`src/rtl/irs2_pkg.sv`:
```
// Shared types and constants for the IRS2 Wilkinson test-oscillator servo.
package irs2_pkg;

  localparam int unsigned VDLY_W = 16;
  localparam int unsigned CNT_W  = 16;

  localparam logic [VDLY_W-1:0] VDLY_DEFAULT = 16'h8000;
  localparam logic [VDLY_W-1:0] VDLY_STEP    = 16'd16;

  typedef enum logic [2:0] {
    StIdle,
    StClear,
    StStart,
    StCount,
    StUpdate
  } state_e;

endpackage

```
`src/rtl/irs2_tstout_sync.sv`:
```
// Two-flop synchronizer followed by a rising-edge pulse; usable for any IRS2 test output.
module irs2_tstout_sync (
  input  logic clk_i,
  input  logic rst_i,
  input  logic sig_i,
  output logic pulse_o
);

  // [0],[1] form the synchronizer, [2] holds the previous synchronized level.
  logic [2:0] sync_q;

  always_ff @(posedge clk_i) begin
    if (rst_i) begin
      sync_q <= '0;
    end else begin
      sync_q <= {sync_q[1:0], sig_i};
    end
  end

  assign pulse_o = sync_q[1] & ~sync_q[2];

endmodule

```
`src/rtl/irs2_wilkinson_servo.sv`:
```
// Runs the IRS2 TSTCLR/TSTST sequence, counts TSTOUT edges per gate window and servos Vdly.
module irs2_wilkinson_servo
  import irs2_pkg::*;
#(
  parameter int unsigned       GATE_CYCLES  = 65536,
  parameter int unsigned       CLR_CYCLES   = 16,
  parameter logic [VDLY_W-1:0] VDLY_DEFAULT = irs2_pkg::VDLY_DEFAULT,
  parameter logic [VDLY_W-1:0] VDLY_STEP    = irs2_pkg::VDLY_STEP,
  parameter int unsigned       DEADBAND     = 1
) (
  input  logic              clk_i,
  input  logic              rst_i,
  input  logic              enable_i,
  input  logic              servo_en_i,
  input  logic [CNT_W-1:0]  target_i,
  input  logic              vdly_load_i,
  input  logic [VDLY_W-1:0] vdly_init_i,
  input  logic              tstout_i,
  output logic              tstclr_o,
  output logic              tstst_o,
  output logic [VDLY_W-1:0] vdly_o,
  output logic [CNT_W-1:0]  count_o,
  output logic              count_valid_o,
  output logic              busy_o
);

  localparam int unsigned       TMR_W    = 25;
  localparam logic [TMR_W-1:0]  GateLast = TMR_W'(GATE_CYCLES - 1);
  localparam logic [TMR_W-1:0]  ClrLast  = TMR_W'(CLR_CYCLES - 1);
  localparam logic [CNT_W-1:0]  CntMax   = '1;
  localparam logic [VDLY_W-1:0] VdlyMax  = '1;
  localparam logic signed [17:0] DbS     = 18'(DEADBAND);

  state_e            state_q, state_d;
  logic [TMR_W-1:0]  tmr_q, tmr_d;
  logic [CNT_W-1:0]  cnt_q, cnt_d, cnt_inc;
  logic [CNT_W-1:0]  count_q, count_d;
  logic [VDLY_W-1:0] vdly_q, vdly_d;
  logic [VDLY_W-1:0] vdly_up, vdly_dn;
  logic [VDLY_W:0]   vdly_sum;
  logic signed [17:0] cnt_s, lo_s, hi_s;
  logic              edge_p;

  irs2_tstout_sync u_tstout_sync (
    .clk_i   (clk_i),
    .rst_i   (rst_i),
    .sig_i   (tstout_i),
    .pulse_o (edge_p)
  );

  assign cnt_inc = (edge_p && (cnt_q != CntMax)) ? cnt_q + 1'b1 : cnt_q;

  // Widened signed compare so target near 0 or 16'hFFFF cannot wrap.
  assign cnt_s = signed'({2'b00, count_q});
  assign lo_s  = signed'({2'b00, target_i}) - DbS;
  assign hi_s  = signed'({2'b00, target_i}) + DbS;

  assign vdly_sum = {1'b0, vdly_q} + {1'b0, VDLY_STEP};
  assign vdly_up  = vdly_sum[VDLY_W] ? VdlyMax : vdly_sum[VDLY_W-1:0];
  assign vdly_dn  = (vdly_q < VDLY_STEP) ? '0 : vdly_q - VDLY_STEP;

  always_comb begin
    state_d       = state_q;
    tmr_d         = tmr_q;
    cnt_d         = cnt_q;
    count_d       = count_q;
    vdly_d        = vdly_q;
    tstclr_o      = 1'b0;
    tstst_o       = 1'b0;
    busy_o        = 1'b1;
    count_valid_o = 1'b0;

    unique case (state_q)
      StIdle: begin
        tstclr_o = 1'b1;
        busy_o   = 1'b0;
        tmr_d    = '0;
        if (enable_i) state_d = StClear;
      end
      StClear: begin
        tstclr_o = 1'b1;
        tmr_d    = tmr_q + 1'b1;
        if (tmr_q == ClrLast) begin
          state_d = StStart;
          tmr_d   = '0;
        end
      end
      StStart: begin
        tstst_o = 1'b1;
        tmr_d   = tmr_q + 1'b1;
        if (tmr_q == ClrLast) begin
          state_d = StCount;
          tmr_d   = '0;
          cnt_d   = '0;
        end
      end
      StCount: begin
        cnt_d = cnt_inc;
        tmr_d = tmr_q + 1'b1;
        if (tmr_q == GateLast) begin
          state_d = StUpdate;
          tmr_d   = '0;
          count_d = cnt_inc;
        end
      end
      StUpdate: begin
        count_valid_o = 1'b1;
        tmr_d         = '0;
        if (servo_en_i) begin
          if (cnt_s < lo_s) begin
            vdly_d = vdly_up;
          end else if (cnt_s > hi_s) begin
            vdly_d = vdly_dn;
          end
        end
        state_d = enable_i ? StClear : StIdle;
      end
      default: state_d = StIdle;
    endcase

    // Abort discards the partial window; count_o keeps the last completed value.
    if (!enable_i && (state_q inside {StClear, StStart, StCount})) begin
      state_d = StIdle;
      tmr_d   = '0;
      count_d = count_q;
    end

    if (vdly_load_i) vdly_d = vdly_init_i;
  end

  always_ff @(posedge clk_i) begin
    if (rst_i) begin
      state_q <= StIdle;
      tmr_q   <= '0;
      cnt_q   <= '0;
      count_q <= '0;
      vdly_q  <= VDLY_DEFAULT;
    end else begin
      state_q <= state_d;
      tmr_q   <= tmr_d;
      cnt_q   <= cnt_d;
      count_q <= count_d;
      vdly_q  <= vdly_d;
    end
  end

  assign vdly_o  = vdly_q;
  assign count_o = count_q;

endmodule

```
`config.mk`:
```
export PLATFORM = sky130hd
export DESIGN_NAME = irs2_wilkinson_servo
export DESIGN_NICKNAME = d
export VERILOG_FILES = /design/src/rtl/irs2_pkg.sv /design/src/rtl/irs2_tstout_sync.sv /design/src/rtl/irs2_wilkinson_servo.sv
export SDC_FILE = /design/constraint.sdc
export NUM_CORES = 1
export LEC_CHECK = 0
export CAP_MARGIN = 20
export CORE_MARGIN = 3
export CORE_UTILIZATION = 52
export CTS_BUF_LIST = sky130_fd_sc_hd__clkbuf_4 sky130_fd_sc_hd__clkbuf_8
export DETAILED_ROUTE_END_ITERATION = 8
export PLACE_DENSITY = 0.79
export SLEW_MARGIN = 20
export SYNTH_ARGS = -nofsm -noshare
export SYNTH_HDL_FRONTEND = slang
export SYNTH_SLANG_ARGS = --single-unit
```
`constraint.sdc`:
```
create_clock -name clk_i -period 3.7 [get_ports clk_i]
set_input_delay 0.74 -clock clk_i [delete_from_list [all_inputs] [get_ports clk_i]]
set_output_delay 0.74 -clock clk_i [all_outputs]
set_load 0.1 [all_outputs]
```
==> impl_metrics.csv, run 1 <==
group,metric,value,unit
clocking,cts-hold-fix-buffers,0,
finish,num_antenna_cells,0,
global_route,grt_pass1_wl,24000,µm
clocking,htreeDepth,3,
worst_setup_path,reg2reg_depth,7,
clocking,cts_sinks,79,
power,p_int,0.00124,W
timing,tns,0,ps
placement,port_buffers,73,
clocking,cts-root-buf,"clkbuf_8",
detailed_routing,drt-total-wl,14600,µm
finish,area_growth,27.8,%
detailed_routing,drt_pass1_iterations,5,
synth,synth-seq-area-share,28.2,%
worst_setup_path,critical_path_class,"in2reg",
global_route,grt_max_degree,57,
global_route,grt_pass1_vias,5258,
power,p_leak,2.69,nW
timing,skew,18.5,ps
floorplan,die_w,110,µm
detailed_routing,viasPerCell,5.76,
timing,finalSetupViolations,0,
finish,num-nets-final,911,
detailed_routing,wire_per_inst,15.0,µm
global_route,track_usage,24.4,%
synth,synth_edf_count,0,
worst_setup_path,critPathMaxFanout,6,
worst_hold_path,min_path_type,"reg2reg",
floorplan,initial_core_util,53.9,%
clocking,clk_latency,360,ps
clocking,cts_max_path_buffers,2,
timing,period_minus_slack,3620,ps
clocking,cts_buffers,9,
worst_setup_path,cp_slowest_cell,"or3_4",
worst_setup_path,r2r-start,"tmr_q[10]",
worst_setup_path,cp-end-kind,"flip-flop",
timing,max_slew_margin,29.3,%
synth,yosys_warnings,0,
detailed_routing,first_iter_violations,346,
finish,fill_cells,878,
floorplan,die_height,110,µm
global_route,overflow,0,
timing,hold_viol_final,0,
floorplan,rows,37,
worst_setup_path,cp_cell_sequence,"dlygate4sd2_1 -> and4_4 -> and4_1 -> nand2_1 -> xor2_2 -> ha_1 -> a21oi_1 -> nor2b_1 -> a2111oi_2 -> and3_1 -> or3b_1 -> o21a_1 -> or3_4 -> o32ai_2",
floorplan,die_area,12100,µm²
power,vdd.ir_drop.worst,0.184,mV
power,swShare,31.0,%
power,pwr-share-clk,31.8,%
synth,postSynthCellCount,725,
clocking,cts_tree,"yes",
finish,drive_above_1_share,18.1,%
detailed_routing,drcViolationCount,0,
worst_setup_path,r2r_setup_slack,800,ps
synth,ys_seq_elements,79,
detailed_routing,num_vias,5624,
flow_run,cap_violations,0,
status,status,"complete, no violations",
placement,hpwl,11100,µm
timing,max_freq,276,MHz
power,net-switching-power,0.000556,W
power,seqPwrFrac,49.3,%
worst_setup_path,cp-startpoint,"target_i[8]",
power,p_comb_share,18.9,%
timing,worstMarginPinSlew,1060,ps
worst_setup_path,setup.worst_path.end,"vdly_o[8]",
worst_setup_path,startpoint_type,"input pin",
worst_setup_path,r2r_end,"count_o[11]",
global_route,antenna_found_initial,0,
worst_setup_path,cp.required,3980,ps
worst_setup_path,max_stage_delay,400,ps
power,powerDensity,250,nW/µm²
synth,syn_area,5610,µm²
finish,multi_input_area,3970,µm²
synth,synthFlopType,"dfxtp_1",
floorplan,coreArea,10400,µm²
timing,post-route-period-util,97.8,%
floorplan,ios,74,
synth,syn_nets,800,
timing,rsz0062_at_grt,"yes",
finish,regArea,1580,µm²
power,total_power,0.00180,W
timing,drv_slew,0,
synth,async_reset_ff_share,0,%
placement,gp_congestion,0.927,
worst_setup_path,worstPathArrival,3900,ps
detailed_routing,postRouteAntennaNets,0,
clocking,cts.clk_slew.worst_paths,100,ps
placement,dp_cells,952,
finish,final_cells,977,
synth,yosysUniqueCellTypes,69,
synth,avgSynthCellArea,7.74,µm²
==> power by group through the flow <==
stage               registers (W)  clock network [W]  logic, W
finish                   0.000885           0.000572  0.000339
global route             0.000887           0.000617  0.000362
CTS                      0.000884           0.000594  0.000334
detailed placement       0.000904                  0  0.000325
global placement         0.000903                  0  0.000319
floorplan                0.000966                  0  0.000141
==> cells in the final DEF, fill, tap and decap left out, drive strengths merged, types with 11 or more instances in the layout <==
master / count
nor2: 107
dfxtp: 79
buf: 78
nand2: 62
clkdlybuf4s50: 56
a21oi: 43
xnor2: 37
ha: 37
nand3: 33
nor3: 33
xor2: 31
and3: 22
o21ai: 21
a211oi: 19
nor2b: 15
nand4: 14
inv: 14
clkbuf: 14
nor4: 11
==> cells in the mapped netlist (10+ instances only) <==
master      n  share of area (%)
a21oi_1    42                3.7
nor3_1     33                2.9
a211oi_1   19                2.5
xor2_1     31                4.8
and3_1     22                2.5
xnor2_1    37                5.8
nand2_1    62                4.1
inv_1      14               0.94
dfxtp_1    79                 28
ha_1       37                8.2
nand4_1    14                1.6
clkbuf_1   27                1.8
nor2b_1    15                1.7
and4_1     10                1.6
nor2_1    106                7.1
nand3_1    32                2.9
o21ai_0    20                1.8
==> flip-flops by register name, indices dropped and copies added (netlist names) <==
register              flops
u_tstout_sync.sync_q      3
count_o                  16
tmr_q                    25
cnt_q                    16
vdly_o                   16
state_q                   3
==> critical path: cells and delay by family <==
kind,cells,cell delay [ps]
fa+ha+maj,1,300
buf+inv,1,290
xor+xnor,1,170
simple gates,7,1770
compound gates,4,620
==> timing repair <==
item                       4_1_cts  5_1_grt
gates resized for setup         51       28
gates cloned                     0        0
setup endpoints to repair       16       16
setup buffers                    8        1
pin swaps                       39       32
==> stage by stage <==
stage          area, µm²  setup WS [ps]  util [%]  hold WS (ps)
2_1_floorplan       5650           -158         -           414
3_3_place_gp        6780           -647      65.1           422
3_5_place_dp        6780           -845      65.1           426
4_1_cts             7110           6.68      68.3           444
5_1_grt             7170          -18.8      68.9           458
6_report            7170           79.6      68.9           442
==> cell families after synthesis <==
family,count (synthesis),share of synthesized area (%)
AO/OA/AOI/OAI,141,17.1
AND/OR/NAND/NOR,339,30.2
XOR/XNOR,68,10.6
multiplexers,5,0.892
adder cells (fa/ha/maj),37,8.25
flip-flops,79,28.2
buffers and inverters,56,4.73
==> per-layer routing <==
metal	GRT usage [%]	share of wire, %	wire, µm	up-vias
li1	-	-	-	2823
met1	32.3	46	6690	2646
met2	40.9	49	7140	132
met3	2.88	3.8	552	23
met4	8.64	1.7	249	0
met5	0	0	0	-
==> layout make-up <==
class                   count  share of cell area (%)
flip-flops and latches     79                    22.0
inverters                  14                   0.732
clock inverters             7                   0.698
repair buffers            142                    17.1
clock buffers               9                    1.73
well taps                 136                    2.37
multi-input cells         590                    55.3
==> worst min-delay path by stage <==
| stage | start | to | slack (ps) | depth (start not counted) |
|---|---|---|---|---|
| finish | u_tstout_sync.sync_q[0] | u_tstout_sync.sync_q[1] | 440 | 1 |
| global route | u_tstout_sync.sync_q[0] | u_tstout_sync.sync_q[1] | 460 | 1 |
| CTS | u_tstout_sync.sync_q[0] | u_tstout_sync.sync_q[1] | 440 | 1 |
| detailed placement | u_tstout_sync.sync_q[0] | u_tstout_sync.sync_q[1] | 430 | 1 |
| global placement | u_tstout_sync.sync_q[0] | u_tstout_sync.sync_q[1] | 420 | 1 |
| floorplan | u_tstout_sync.sync_q[0] | u_tstout_sync.sync_q[1] | 410 | 1 |
No activity file was read; power rests on OpenSTA's default activity.
==> inputs of run 2 (changes only) <==
--- a/config.mk
+++ b/config.mk
@@ -9,6 +9,7 @@
 export CORE_MARGIN = 3
 export CORE_UTILIZATION = 52
 export CTS_BUF_LIST = sky130_fd_sc_hd__clkbuf_4 sky130_fd_sc_hd__clkbuf_8
+export CTS_CLUSTER_SIZE = 10
 export DETAILED_ROUTE_END_ITERATION = 8
 export PLACE_DENSITY = 0.79
 export SLEW_MARGIN = 20
==> results of run 2 <==
The final DEF is identical to that of run 1; final timing and power are the same.
